File: config.mk
export PLATFORM = sky130hd
export DESIGN_NAME = shift_add_mult_ctrl_flat
export DESIGN_NICKNAME = d
export VERILOG_FILES = /design/src/rtl/shift_add_mult_ctrl_pkg.sv /design/src/rtl/shift_add_mult_ctrl_if.sv /design/src/rtl/shift_add_mult_ctrl_ripple_add_n.sv /design/src/rtl/shift_add_mult_ctrl.sv /design/src/flat_wrapper.sv
export SDC_FILE = /design/constraint.sdc
export NUM_CORES = 1
export LEC_CHECK = 0
export CAP_MARGIN = 20
export CORE_MARGIN = 4
export CORE_UTILIZATION = 50
export CTS_BUF_LIST = sky130_fd_sc_hd__clkbuf_8
export CTS_CLUSTER_DIAMETER = 120
export DETAILED_ROUTE_END_ITERATION = 7
export GPL_TIMING_DRIVEN = 0
export PLACE_DENSITY = 0.86
export SYNTH_ARGS = -nofsm -noshare
export SYNTH_HDL_FRONTEND = slang
export SYNTH_SLANG_ARGS = --single-unit
File: constraint.sdc
create_clock -name clk -period 3.2 [get_ports clk]
set_clock_uncertainty 0.1 [all_clocks]
set_input_delay 0.48 -clock clk [delete_from_list [all_inputs] [get_ports clk]]
set_output_delay 0.48 -clock clk [all_outputs]
set_load 0.05 [all_outputs]
File: src/rtl/shift_add_mult_ctrl_pkg.sv
// Shared types and sizing helpers for the sequential shift-add multiplier.
// The optional MULT_PERF_CNT_EN build uses PERF_CNT_W for its completion counter.
package mult_pkg;

  typedef enum logic [1:0] {
    IDLE = 2'd0,
    RUN  = 2'd1,
    DONE = 2'd2
  } mult_state_t;

  localparam int PERF_CNT_W = 16;

  // Iteration counter must be able to hold N itself, not only N-1.
  function automatic int cnt_w(input int n);
    return $clog2(n + 1);
  endfunction

endpackage

File: src/rtl/shift_add_mult_ctrl_if.sv
// Start/done handshake and operand/result bus of the shift-add multiplier.
// op_count exists only when MULT_PERF_CNT_EN is defined.
interface shift_add_mult_ctrl_if #(
  parameter int N = 4
);
  import mult_pkg::*;

  logic              start;
  logic [N-1:0]      a;
  logic [N-1:0]      b;
  logic              busy;
  logic              done;
  logic [2*N-1:0]    product;
`ifdef MULT_PERF_CNT_EN
  logic [PERF_CNT_W-1:0] op_count;
`endif

  modport master (
    output start, a, b,
`ifdef MULT_PERF_CNT_EN
    input  op_count,
`endif
    input  busy, done, product
  );

  modport slave (
    input  start, a, b,
`ifdef MULT_PERF_CNT_EN
    output op_count,
`endif
    output busy, done, product
  );

endinterface

File: src/rtl/shift_add_mult_ctrl_ripple_add_n.sv
// Combinational N-bit ripple-carry adder with carry-in and carry-out.
module ripple_add_n #(
  parameter int N = 4
) (
  input  logic [N-1:0] a_i,
  input  logic [N-1:0] b_i,
  input  logic         cin_i,
  output logic [N-1:0] sum_o,
  output logic         cout_o
);

  logic [N:0] carry;

  assign carry[0] = cin_i;

  for (genvar i = 0; i < N; i++) begin : g_bit
    assign sum_o[i]     = a_i[i] ^ b_i[i] ^ carry[i];
    assign carry[i + 1] = (a_i[i] & b_i[i]) | (carry[i] & (a_i[i] ^ b_i[i]));
  end

  assign cout_o = carry[N];

endmodule

File: src/rtl/shift_add_mult_ctrl.sv
// Sequential unsigned NxN shift-add multiplier: one add/shift per clock through a shared adder.
// Define MULT_PERF_CNT_EN to add the 16-bit completed-multiply counter (op_count).
module shift_add_mult_ctrl
  import mult_pkg::*;
#(
  parameter int N = 4
) (
  input  logic                 clk,
  input  logic                 rst,
  shift_add_mult_ctrl_if.slave bus
);

  localparam int CW = cnt_w(N);

  mult_state_t      state_q;
  logic [N-1:0]     mcand_q;
  logic [2*N:0]     acc_q;
  logic [CW-1:0]    count_q;
  logic [2*N-1:0]   product_q;
  logic             busy_q;
  logic             done_q;

  logic [N-1:0]     addend;
  logic [N-1:0]     sum;
  logic             cout;
  logic [2*N:0]     acc_d;
  logic             last_iter;

  assign addend = acc_q[0] ? mcand_q : '0;

  ripple_add_n #(.N(N)) u_add (
    .a_i   (acc_q[2*N-1:N]),
    .b_i   (addend),
    .cin_i (1'b0),
    .sum_o (sum),
    .cout_o(cout)
  );

  // acc_q[2*N] is always zero between iterations; it sits in the carry slot before the shift.
  assign acc_d     = {1'b0, cout | acc_q[2*N], sum, acc_q[N-1:1]};
  assign last_iter = (count_q == CW'(N - 1));

`ifdef MULT_PERF_CNT_EN
  logic [PERF_CNT_W-1:0] op_count_q;

  always_ff @(posedge clk or posedge rst) begin
    if (rst) begin
      op_count_q <= '0;
    end else if (state_q == DONE) begin
      op_count_q <= op_count_q + PERF_CNT_W'(1);
    end
  end

  assign bus.op_count = op_count_q;
`endif

  always_ff @(posedge clk or posedge rst) begin
    if (rst) begin
      state_q   <= IDLE;
      mcand_q   <= '0;
      acc_q     <= '0;
      count_q   <= '0;
      product_q <= '0;
      busy_q    <= 1'b0;
      done_q    <= 1'b0;
    end else begin
      case (state_q)
        IDLE: begin
          if (bus.start) begin
            mcand_q <= bus.a;
            acc_q   <= {1'b0, {N{1'b0}}, bus.b};
            count_q <= '0;
            busy_q  <= 1'b1;
            state_q <= RUN;
          end
        end
        RUN: begin
          acc_q   <= acc_d;
          count_q <= count_q + CW'(1);
          if (last_iter) begin
            product_q <= acc_d[2*N-1:0];
            done_q    <= 1'b1;
            state_q   <= DONE;
          end
        end
        DONE: begin
          done_q  <= 1'b0;
          busy_q  <= 1'b0;
          state_q <= IDLE;
        end
        default: begin
          done_q  <= 1'b0;
          busy_q  <= 1'b0;
          state_q <= IDLE;
        end
      endcase
    end
  end

  assign bus.busy    = busy_q;
  assign bus.done    = done_q;
  assign bus.product = product_q;

endmodule

File: src/flat_wrapper.sv
// flat-port wrapper written by rule: the top's interface ports become plain ports
module shift_add_mult_ctrl_flat import mult_pkg::*;
#(
  parameter int N = 4
)
  (clk, rst, bus_start, bus_a, bus_b, bus_busy, bus_done, bus_product);
  shift_add_mult_ctrl_if #(.N(N)) bus_i ();
  input  logic clk;
  input  logic rst;
  input wire logic [$bits(bus_i.start)-1:0] bus_start;
  input wire logic [$bits(bus_i.a)-1:0] bus_a;
  input wire logic [$bits(bus_i.b)-1:0] bus_b;
  output wire logic [$bits(bus_i.busy)-1:0] bus_busy;
  output wire logic [$bits(bus_i.done)-1:0] bus_done;
  output wire logic [$bits(bus_i.product)-1:0] bus_product;
  assign bus_i.start = bus_start;
  assign bus_i.a = bus_a;
  assign bus_i.b = bus_b;
  assign bus_busy = bus_i.busy;
  assign bus_done = bus_i.done;
  assign bus_product = bus_i.product;
  shift_add_mult_ctrl #(.N(N)) u_core (.clk(clk), .rst(rst), .bus(bus_i));
endmodule
# Word level (Yosys, flattened, before mapping)
# Index checks and enable logic that the tools add are counted.
[totals] regBits=28 latch_bits=0 ramBits=0 mem_bits_ro=0 input_bits=11 word_cells=52 mem_count=0
[op_classes] add_sub_neg=1 multipliers=0 n_div=0 n_lt_le_gt_ge=0 eq_ne=4 shifts=0 n_mux=12 bitwise=20 reduce_logical=8
[ops] cell="9-bit one-hot mux with 2 select lines" n=1
[ops] cell="2-bit AND reduction" n=6
[ops] cell="9-bit two-way mux" n=1
[ops] cell="1-bit bitwise AND" n=7
[ops] cell="1-bit XOR" n=7
[ops] cell="3-bit one-hot mux with 2 select lines" n=1
[ops] cell="2-bit two-way mux" n=2
[ops] cell="4-bit two-way mux" n=1
[ops] cell="1-bit OR" n=4
[ops] cell="1-bit one-hot mux with 2 select lines" n=2
[ops] cell="2-bit one-hot mux with 2 select lines" n=1
[ops] cell="3-bit by 1-bit adder with 3-bit output (second input constant)" n=1
[ops] cell="3-bit by 2-bit == test with 1-bit output (second input constant)" n=1
[ops] cell="3-bit two-way mux" n=1
[ops] cell="2-bit by 1-bit == test with 1-bit output (second input constant)" n=1
[ops] cell="2-bit logical NOT" n=1
[ops] cell="1-bit two-way mux" n=2
[ops] cell="2-bit by 1-bit != test with 1-bit output (second input constant)" n=1
[ops] cell="2-bit != test (second input constant)" n=1
[ops] cell="1-bit NOT" n=2
[ops] cell="2-bit nonzero test" n=1

# Depth between registers and ports, before layout
# Gate-level depths: netlist of the first run.
[logic_depth] ltp_word=10 depth_mapped=7 depth_no_buf=7

# Hierarchy
# Synthesis of the first run repeated with hierarchy kept, for this count alone.
[unflattened] cells_unflattened=99 hier_area_um2=1217.4
[by_module_without_submodules] module="shift_add_mult_ctrl" n_inst=1 cells_each=85 area_per_inst_um2=1099.8
[by_module_without_submodules] module="ripple_add_n" n_inst=1 cells_each=14 area_per_inst_um2=117.6

# Least setup slack after synthesis of the first run
# No wires, ideal clock.
[synth_path] path_kind="register to register" startpoint="register u_core.acc_q[0]" endpoint="register u_core.product_q[6] (netlist: u_core.bus.product[6])" arrival_time_ns=1.959 path_slack_ns=1.016 stages_incl_launch_ff=8 path_buffers=0 path_cell_list="dfrtp_1 > and2_1 > ha_1 > inv_1 > fa_1 > fa_1 > fa_1 > mux2i_1"
[synth_between] elab_chain_cells=7 elab_cells_between_ends=12 classes_between="1 x mux; 11 x bitwise"
[synth_rtl] element="start: declaration" line_no="shift_add_mult_ctrl.sv:17" source="logic [2*N:0] acc_q;"
[synth_rtl] element="start signal: assignment" line_no="shift_add_mult_ctrl.sv:71" source="acc_q <= {1'b0, {N{1'b0}}, bus.b};"
[synth_rtl] element="4-bit two-way mux (*)" line_no="shift_add_mult_ctrl.sv:29" source="assign addend = acc_q[0] ? mcand_q : '0;"
[synth_rtl] element="1-bit bitwise AND / 1-bit XOR (equally long branches)" line_no="shift_add_mult_ctrl_ripple_add_n.sv:18" source="assign carry[i + 1] = (a_i[i] & b_i[i]) | (carry[i] & (a_i[i] ^ b_i[i]));"
[synth_rtl] element="1-bit bitwise AND" line_no="shift_add_mult_ctrl_ripple_add_n.sv:18"
[synth_rtl] element="1-bit OR" line_no="shift_add_mult_ctrl_ripple_add_n.sv:18"
[synth_rtl] element="1-bit bitwise AND" line_no="shift_add_mult_ctrl_ripple_add_n.sv:18"
[synth_rtl] element="1-bit OR" line_no="shift_add_mult_ctrl_ripple_add_n.sv:18"
[synth_rtl] element="1-bit XOR (*)" line_no="shift_add_mult_ctrl_ripple_add_n.sv:17" source="assign sum_o[i] = a_i[i] ^ b_i[i] ^ carry[i];"
[synth_rtl] element="end signal: assignment" line_no="shift_add_mult_ctrl.sv:81" source="product_q <= acc_d[2*N-1:0];"
[synth_rtl] element="end: declaration" line_no="shift_add_mult_ctrl.sv:19" source="logic [2*N-1:0] product_q;"
# Mark *: on every way between the ends. The rest lies on a longest branch, timed or not.
# A chain may end at the register's enable or synchronous reset.

# Worst setup path after layout of the first run
[layout_path] startpoint="register u_core.acc_q[0]" endpoint="register u_core.acc_q[6]"
[layout_between] elab_chain_cells=8 elab_cells_between_ends=13 classes_between="2 x mux; 11 x bitwise"
[layout_rtl] element="4-bit two-way mux (*)" line_no="shift_add_mult_ctrl.sv:29"
[layout_rtl] element="1-bit bitwise AND / 1-bit XOR (equally long branches)" line_no="shift_add_mult_ctrl_ripple_add_n.sv:18"
[layout_rtl] element="1-bit bitwise AND" line_no="shift_add_mult_ctrl_ripple_add_n.sv:18"
[layout_rtl] element="1-bit OR" line_no="shift_add_mult_ctrl_ripple_add_n.sv:18"
[layout_rtl] element="1-bit bitwise AND" line_no="shift_add_mult_ctrl_ripple_add_n.sv:18"
[layout_rtl] element="1-bit OR" line_no="shift_add_mult_ctrl_ripple_add_n.sv:18"
[layout_rtl] element="1-bit XOR (*)" line_no="shift_add_mult_ctrl_ripple_add_n.sv:17"
[layout_rtl] element="9-bit one-hot mux with 2 select lines (*)" line_no="shift_add_mult_ctrl.sv:67" source="case (state_q)"
# Marked as above.

==> results.sh, run 1 <==
export IMPL_syn_cell_area_um2=1250
export IMPL_drt_iter0_drc=12
export IMPL_start_util=0.5441
export IMPL_drc=0
export IMPL_area_growth_pct=24.73
export IMPL_finalPower_w=0.001664
export IMPL_drive_gt1_frac=0.1440
export IMPL_wl_met3_um=74
export IMPL_wl_per_cell_um=14.79
export IMPL_numCtsBuffers=3
export IMPL_drtAntennaViolNets=0
export IMPL_firstDrtPassIters=4
export IMPL_cts_buffer_depth=2
export IMPL_synth_edff_count=0
export IMPL_hp_class="in2async"
export IMPL_grt_usage=0.1509
export IMPL_dr_max_layer_used="met4"
export IMPL_peakVddDrop_mv=0.6410
export IMPL_cpPeakStageDelay_ns=0.48
export IMPL_synth_fp_nets=117
export IMPL_synth_cell_types=22
export IMPL_cp_start_kind="flop"
export IMPL_grt_max_degree=28
export IMPL_clock_sinks=27
export IMPL_rr_endpoint="u_core.acc_q[6]$_DFFE_PP0P_"
export IMPL_layout_nets=143
export IMPL_final_cell_area_um2=1559
export IMPL_hpwl_um=1673
export IMPL_fin_tns_setup_ns=0
export IMPL_worstPathMaxFanout=5
export IMPL_p_leak_nw=0.7341
export IMPL_crit_family="adder cells"
export IMPL_seq_area_frac_synth=0.5405
export IMPL_cp_num_cells=7
export IMPL_syn_area_per_cell_um2=12.50
export IMPL_worstSkewPairLatency_ns=0.27
export IMPL_r2r_slack_ns=0.82
export IMPL_postCtsHoldBufs=0
export IMPL_cp_end_kind="flop"
export IMPL_num_fill_cells=165
export IMPL_netlist_instances=100
export IMPL_post_cts_setup_buffers=0
export IMPL_max_slew_margin=0.6662
export IMPL_diodes=0
export IMPL_tightest_slew_ns=0.4992
export IMPL_min_period_ns=2.381
export IMPL_dieArea_um2=3364
export IMPL_port_buffers=20
export IMPL_place_area_um2=1485
export IMPL_cts_tree="built"
export IMPL_max_freq_mhz=420.0
export IMPL_cpMostUsedCell="fa_1"
export IMPL_grt_ovfl_total=0
export IMPL_r2r_start="u_core.acc_q[0]$_DFFE_PP0P_"
export IMPL_wl_met1_um=1002
export IMPL_routed_wl_um=2263
export IMPL_core_um2=2297
export IMPL_critPathCapture="u_core.acc_q[6]$_DFFE_PP0P_"
export IMPL_timing_max_cap_violations=0
export IMPL_met2_wirelength_um=1144
export IMPL_r2r_cells=7
export IMPL_grt_pass1_wl_um=3884
export IMPL_path_cells="and2_1 -> ha_1 -> inv_1 -> fa_1 -> fa_1 -> fa_1 -> o2bb2ai_1"
export IMPL_status="complete, no violations"
export IMPL_antenna_found_initial=0
export IMPL_slew_violations=0
export IMPL_ys_warn_count=0
export IMPL_clock_root_buffer="clkbuf_8"
export IMPL_die_y_um=58
export IMPL_hold_viol=0
export IMPL_rows=17
export IMPL_rsz0062_at_grt="false"
export IMPL_grt_pass1_vias=877
export IMPL_ios=21
export IMPL_synthFlopType="dfrtp_1"
export IMPL_slowest_stage="fa_1"
export IMPL_setup_violations=0
export IMPL_gp_congestion=0.7580
export IMPL_crit_buf_inv=1
export IMPL_arrival_ns=2.47
export IMPL_critPathRequiredTime_ns=3.29
export IMPL_die_w_um=58
export IMPL_cts_resized=0
export IMPL_power_density_nw_per_um2=1067
export IMPL_vias=823
export IMPL_async_flop_share=1.000
export IMPL_htreeDepth=1
export IMPL_ys_ff_latch=27
export IMPL_fin_crit_sh=0.7440
export IMPL_viasPerCell=5.379
export IMPL_crit_type="reg2reg"
export IMPL_clk_pin_slew_ns=0.09
export IMPL_startpoint="u_core.acc_q[0]$_DFFE_PP0P_"
flip-flops by register name (all words and copies together), names as in the netlist:
register	flops
u_core.bus.busy	1
u_core.state_q	2
u_core.mcand_q	4
u_core.acc_q	8
u_core.count_q	3
u_core.bus.done	1
u_core.bus.product	8
placed cells by master, fill, tap and decap left out, types with 3 or more instances in the layout:
| master | Yosys | layout |
|---|---|---|
| ha_1 | 3 | 3 |
| clkdlybuf4s50_1 | 0 | 20 |
| mux2_4 | 4 | 4 |
| nand2b_1 | 3 | 3 |
| nor4b_1 | 4 | 4 |
| nor3b_1 | 5 | 5 |
| nand2_1 | 3 | 3 |
| inv_1 | 17 | 17 |
| o2bb2ai_1 | 6 | 6 |
| fa_1 | 3 | 3 |
| mux2_2 | 4 | 4 |
| dfrtp_1 | 27 | 27 |
| a21oi_1 | 3 | 3 |
| mux2i_1 | 4 | 4 |
| buf_2 | 3 | 3 |
| a211oi_1 | 4 | 4 |
| clkbuf_8 | 0 | 3 |
power by group:
| group | switching (W) | internal (W) | total [W] | leakage (nW) |
|---|---|---|---|---|
| registers | 0.000107 | 0.000502 | 0.000609 | 0.325 |
| logic | 0.000492 | 0.000372 | 0.000864 | 0.384 |
| clock network | 0.000103 | 0.0000872 | 0.000190 | 0.0255 |
| total | 0.000703 | 0.000961 | 0.00166 | 0.734 |
cells by family (layout without fill, tap and decap cells):
kind of cell | count (synthesis) | count (layout) | synth area share
AO/OA/AOI/OAI | 15 | 15 | 0.09009
buffers and inverters | 21 | 46 | 0.06907
flip-flops | 27 | 27 | 0.5405
multiplexers | 12 | 12 | 0.1161
adder cells (fa/ha/maj) | 6 | 6 | 0.07808
AND/OR/NAND/NOR | 19 | 19 | 0.1061
cells in the mapped netlist, types with 4 or more instances:
cell	n	area share
nor4b_1	4	0.028
a211oi_1	4	0.024
mux2_4	4	0.048
o2bb2ai_1	6	0.042
mux2i_1	4	0.032
dfrtp_1	27	0.54
mux2_2	4	0.036
inv_1	17	0.051
nor3b_1	5	0.030
worst reg2reg max path: stages, from the launching register on:
cell and delay (ns):
dfrtp_1 0.44, and2_1 0.15, ha_1 0.13, inv_1 0.05, fa_1 0.38, fa_1 0.40
fa_1 0.48, o2bb2ai_1 0.18
worst min path at each step:
stage | cells after the start | startpoint | endpoint
floorplan | 1 | u_core.acc_q[5]$_DFFE_PP0P_ | u_core.acc_q[5]$_DFFE_PP0P_
global placement | 1 | u_core.acc_q[6]$_DFFE_PP0P_ | u_core.acc_q[6]$_DFFE_PP0P_
detailed placement | 1 | u_core.acc_q[7]$_DFFE_PP0P_ | u_core.acc_q[7]$_DFFE_PP0P_
CTS | 1 | u_core.acc_q[7]$_DFFE_PP0P_ | u_core.acc_q[7]$_DFFE_PP0P_
global route | 2 | rst | u_core.bus.product[1]$_DFFE_PP0P_
finish | 2 | rst | u_core.bus.product[1]$_DFFE_PP0P_
metrics by stage:
| stage | util | cells | setup slack [ns] | hold WS (ns) |
|---|---|---|---|---|
| floorplan | - | 100 | 1.016 | 0.3561 |
| global placement | 0.6465 | 148 | 0.9091 | 0.3709 |
| detailed placement | 0.6465 | 148 | 0.8506 | 0.3740 |
| CTS | 0.6667 | 152 | 0.7914 | 0.3997 |
| global route | 0.6786 | 153 | 0.7239 | 0.3149 |
| finish | 0.6786 | 153 | 0.8191 | 0.2985 |
routing by layer:
metal,vias to the layer above,GRT usage
li1,388,-
met1,414,0.1786
met2,17,0.2742
met3,4,0.02004
met4,0,0.05960
met5,-,0
cell type report:
class,count,area (um2),share of cell area
clock buffer,3,41.29,0.02648
buffer,4,22.52,0.01445
multi-input combinational,52,488.0,0.3130
clock inverter,1,5.005,0.003210
tap,28,35.03,0.02247
timing repair buffer,21,227.7,0.1461
inverter,17,63.81,0.04093
sequential,27,675.6,0.4334
(Power assumes the default switching activity.)
==> run 2: changes to the inputs <==
- CORE_UTILIZATION: 50 -> 49
- PLACE_DENSITY: 0.86 -> 0.87
- clock period: 3.2 -> 2.1 ns (I/O delays scaled with it)
==> run 2 against run 1 <==
Against the previous run: the flow now finishes with violations (negative setup slack); sequential power up 51%; die area up 1.7%; highest routed layer unchanged; non-clock buffer count up 2; global-route usage up 0.34 points; core utilization down 3.3 points; largest cell class unchanged.
==> results.sh, run 2 (same netlist as run 1, synthesis figures left out) <==
export IMPL_max_freq_mhz=470.4
export IMPL_grt_usage=0.1543
export IMPL_clk_pin_slew_ns=0.09
export IMPL_rsz0062_at_grt="true"
export IMPL_tightest_slew_ns=0.5040
export IMPL_critPathRequiredTime_ns=2.18
export IMPL_drt_iter0_drc=16
export IMPL_die_y_um=58.51
export IMPL_slew_violations=0
export IMPL_firstDrtPassIters=4
export IMPL_post_place_ws_ns=-0.09829
export IMPL_hpwl_um=1699
export IMPL_drtAntennaViolNets=0
export IMPL_viasPerCell=5.223
export IMPL_die_w_um=58.51
export IMPL_grt_pass1_wl_um=3953
export IMPL_grt_ovfl_total=0
export IMPL_num_fill_cells=186
export IMPL_cp_start_kind="flop"
export IMPL_hold_viol=0
export IMPL_dieArea_um2=3423
export IMPL_routed_wl_um=2260
export IMPL_violations="negative setup slack"
export IMPL_rr_endpoint="u_core.bus.product[7]$_DFFE_PP0P_"
export IMPL_utilization=0.6453
export IMPL_min_period_ns=2.126
export IMPL_htreeDepth=1
export IMPL_whs_ns=0.2580
export IMPL_core_um2=2455
export IMPL_peakVddDrop_mv=0.9358
export IMPL_max_slew_margin=0.6630
export IMPL_worstSkewPairLatency_ns=0.27
export IMPL_fin_crit_sh=1.012
export IMPL_rows=18
export IMPL_wl_per_cell_um=14.39
export IMPL_status="finished, violations left"
export IMPL_dr_max_layer_used="met4"
export IMPL_arrival_ns=2.20
export IMPL_gp_congestion=0.8166
export IMPL_hp_class="in2async"
export IMPL_p_leak_nw=0.7395
export IMPL_layout_commonest_cell="dfrtp_1"
export IMPL_setup_slack_ns=-0.02586
export IMPL_cp_end_kind="flop"
export IMPL_r2r_slack_ns=-0.03
export IMPL_drive_gt1_frac=0.1969
export IMPL_wl_met1_um=958
export IMPL_start_util=0.5092
export IMPL_most_common_layout_cells="dfrtp_1, clkdlybuf4s50_1, inv_1"
export IMPL_worstPathMaxFanout=2
export IMPL_grt_max_degree=28
export IMPL_diodes=0
export IMPL_critPathCapture="u_core.bus.product[7]$_DFFE_PP0P_"
export IMPL_area_growth_pct=26.73
export IMPL_cts_tree="built"
export IMPL_numCtsBuffers=3
export IMPL_timing_max_cap_violations=0
export IMPL_clock_root_buffer="clkbuf_8"
export IMPL_antenna_found_initial=0
export IMPL_crit_type="reg2reg"
export IMPL_setup_violations=3
export IMPL_clock_sinks=27
export IMPL_cts_buffer_depth=2
export IMPL_port_buffers=20
export IMPL_met2_wirelength_um=1146
export IMPL_vias=820
export IMPL_r2r_start="u_core.acc_q[0]$_DFFE_PP0P_"
export IMPL_layout_nets=145
export IMPL_grt_pass1_vias=875
export IMPL_ios=21
export IMPL_startpoint="u_core.acc_q[0]$_DFFE_PP0P_"
export IMPL_power_density_nw_per_um2=1626
export IMPL_wl_met3_um=98
export IMPL_drc=0
export IMPL_r2r_cells=7
## run 2: cell types whose count changed in the layout (fill, tap and decap cells not counted), sizes merged
| cell | change |
|---|---|
| buf | +2 |
## run 2: timing repair
item	CTS	global route
endpoints found under the setup margin	4	4
setup buffers	2	0
resized for setup	0	4
hold buffers	0	0
pin swaps	0	1
## run 2: power breakdown
part	internal, W	total, W	switching, W
sequential	0.000765	0.000921	0.000156
clock	0.000133	0.000285	0.000153
combinational	0.000605	0.00137	0.000764
total	0.00150	0.00258	0.00107
## run 2: cell type report
| cell class | count | area [um2] | area share |
|---|---|---|---|
| sequential | 27 | 675.6 | 0.4265 |
| multi-input combinational | 52 | 508.0 | 0.3207 |
| timing repair buffer | 23 | 230.2 | 0.1453 |
| inverter | 17 | 63.81 | 0.04028 |
| clock buffer | 3 | 41.29 | 0.02607 |
| tap | 30 | 37.54 | 0.02370 |
| buffer | 4 | 22.52 | 0.01422 |
| clock inverter | 1 | 5.005 | 0.003160 |
## run 2: how the worst min path moves through the flow
| stage | from | end | depth (start not counted) |
|---|---|---|---|
| final | rst | u_core.bus.product[5]$_DFFE_PP0P_ | 2 |
| after global routing | rst | u_core.bus.product[5]$_DFFE_PP0P_ | 2 |
| after CTS | u_core.acc_q[7]$_DFFE_PP0P_ | u_core.acc_q[7]$_DFFE_PP0P_ | 1 |
| after detailed placement | u_core.acc_q[7]$_DFFE_PP0P_ | u_core.acc_q[7]$_DFFE_PP0P_ | 1 |
| after global placement | u_core.count_q[2]$_DFFE_PP0P_ | u_core.count_q[2]$_DFFE_PP0P_ | 1 |
| after floorplan | rst | u_core.acc_q[0]$_DFFE_PP0P_ | 1 |
## run 2: through the flow
step / area, um2 / TNS (ns) / power [W] / instances
4_1_cts: 1554 / -0.06574 / 0.002568 / 156
5_1_grt: 1584 / -0.3331 / 0.002775 / 157
2_1_floorplan: 1255 / -0.001110 / 0.001867 / 100
3_5_place_dp: 1493 / -0.2929 / 0.002251 / 150
6_report: 1584 / -0.06160 / 0.002575 / 157
3_3_place_gp: 1493 / -0.1400 / 0.002178 / 150
## run 2: critical path: stages, from the launching register on
cell,delay [ns]
dfrtp_1,0.36
and2_4,0.15
ha_4,0.12
inv_2,0.03
fa_2,0.32
fa_2,0.34
fa_1,0.40
mux2i_1,0.20
## run 2: layer usage
metal | vias up | GRT usage
met5 | - | 0
met4 | 0 | 0.08278
met3 | 7 | 0.03289
met2 | 20 | 0.2600
met1 | 399 | 0.1838
li1 | 394 | -
==> edit (settings of run 1) <==
Re-encode `mult_state_t` (3 states) as one-hot, 3 bits wide.
--- a/src/rtl/shift_add_mult_ctrl_pkg.sv
+++ b/src/rtl/shift_add_mult_ctrl_pkg.sv
@@ -3,8 +3,8 @@
 package mult_pkg;
 
-  typedef enum logic [1:0] {
-    IDLE = 2'd0,
-    RUN  = 2'd1,
-    DONE = 2'd2
+  typedef enum logic [2:0] {
+    IDLE = 3'b001,
+    RUN  = 3'b010,
+    DONE = 3'b100
   } mult_state_t;
 
Behaviour: same outputs for any inputs over 10 cycles, from zero or initial values and one cycle with rst high; not proved beyond that.
==> edit against run 1 <==
Count of clock-buffer cells in the layout is 1 higher; power is 21% lower; sequential cell count is 1 higher; setup slack worse by 0.045 ns; critical endpoint is now u_core.bus.product[6]$_DFFE_PP0P_; non-clock buffer count stayed put; synthesized cell count is 5.0% higher; die area is 1.9% lower; design area is 1.2% lower; wire length is 2.5% lower; area after synthesis is 2.2% lower; hold slack better by 0.028 ns.
==> edit: results (changes against run 1) <==
- 1.57 mm — Post-DP HPWL, -6.4%
- 2.51 ns — Crit path arrival time, +0.04 ns
- 0.0819 — mux cell area share after synthesis, -0.0342
- 0.000552 V — IR drop worst, VDD, -14%
- 0.0798 — Synth Area in Adders, +0.00176
- 812 — via count of the first global-routing pass, -7.4%
- u_core.acc_q[0]$_DFFE_PP0P_ — start point of the critical path
- u_core.bus.product[6]$_DFFE_PP0P_ — FF-to-FF End
- 0.765 — routability congestion estimate, +0.86%
- 3.78 mm — wire length of the first global-routing pass, -2.7%
- 0.00716 — xor-xnor portion of the synthesized cell area, +0.00716
- 0.835 ns — pre-CTS WS, -0.0158 ns
- 825 — number of vias in the routed layout, +0.24%
- 0.150 — combined global-route utilization of all metal layers, -0.00120
- 29 — pin count of the biggest net entering global routing, +3.6%
- 0.327 ns — Final Hold Slack, +0.0285 ns
- dfrtp_1 (55%), nand2_1 (7.7%), fa_1 (4.9%) — leading post-synthesis cells by cell area
- 0.115 — fraction of final layout cells sized beyond drive strength 1, -0.0286
- dfrtp_1 (27), nand2_1 (25), o21ai_0 (8) — synth cell count leaders
- 0.497 mW — switching pwr, -29%
- 0.668 — worst slew margin relative to its limit, +0.00178
- 0.77 ns — worst-case register-to-register setup slack, -0.05 ns
- 0.0890 — compound-cell area share of the yosys netlist, -0.00104
- 25 — post-synth cell types, +14%
- 0.574 — sequential element share of the synthesized area, +0.0337
- u_core.acc_q[0]$_DFFE_PP0P_ — launching point of the worst reg2reg path
- complete, no violations — outcome
- 148 — number of nets in the layout, +3.5%
- 122 — synthesized netlist net count, +4.3%
==> edit: changes by cell type after synthesis, sizes merged, moves of 4 or more <==
cell    delta
inv       -10
a211oi     -4
o21ai      +8
nor4b      -4
nor3b      -5
nand2     +22
==> edit: area by class of cell <==
type | instances | area (µm²)
fillers | 167 | 736
flip-flops and latches | 28 | 702
multi-input cells | 66 | 474
repair buffers | 21 | 228
clock buffers | 4 | 55.1
well taps | 28 | 35.0
inverters | 7 | 26.3
plain buffers | 4 | 20.0
==> edit: how the worst max path moves through the flow <==
stage	endpoint	slack [ns]
global route	u_core.bus.product[6]$_DFFE_PP0P_	0.69
detailed placement	u_core.bus.product[6]$_DFFE_PP0P_	0.83
global placement	u_core.bus.product[6]$_DFFE_PP0P_	0.90
CTS	u_core.bus.product[6]$_DFFE_PP0P_	0.82
floorplan	u_core.bus.product[6]$_DFFE_PP0P_	1.0
finish	u_core.bus.product[6]$_DFFE_PP0P_	0.77
==> edit: critical path: cells and delay by family, from the launching register on <==
kind / cells / cell delay, ns
AOI/OAI and AO/OA: 1 / 0.22
DFF: 1 / 0.41
buffers and inverters: 1 / 0.05
and+or+nand+nor: 1 / 0.16
adders and majority gates: 4 / 1.40
==> edit: per-stage QoR <==
| step | cell area, µm² | util | std cells |
|---|---|---|---|
| 2_1_floorplan | 1220 | - | 105 |
| 3_3_place_gp | 1460 | 0.640 | 153 |
| 3_5_place_dp | 1460 | 0.640 | 153 |
| 4_1_cts | 1510 | 0.665 | 157 |
| 5_1_grt | 1540 | 0.677 | 158 |
| 6_report | 1540 | 0.677 | 158 |
==> edit: routing by layer <==
metal / global-route usage / vias to the layer above / share of wire
li1: - / 406 / -
met1: 0.193 / 401 / 0.46
met2: 0.244 / 14 / 0.49
met3: 0.0204 / 4 / 0.029
met4: 0.0795 / 0 / 0.022
met5: 0 / - / 0
==> edit: power by group through the flow <==
stage / Combinational (mW) / Sequential (mW) / Clock, mW
4_1_cts: 0.531 / 0.574 / 0.220
5_1_grt: 0.577 / 0.593 / 0.237
2_1_floorplan: 0.281 / 0.666 / 0
6_report: 0.532 / 0.574 / 0.216
3_5_place_dp: 0.527 / 0.580 / 0
3_3_place_gp: 0.508 / 0.571 / 0
==> edit: logic make-up after synthesis <==
logic type               Yosys count
XOR/XNOR                           1
flip-flops                        28
AND/OR/NAND/NOR                   33
AO/OA/AOI/OAI                     17
adder cells (fa/ha/maj)            6
buffers and inverters             11
multiplexers                       9
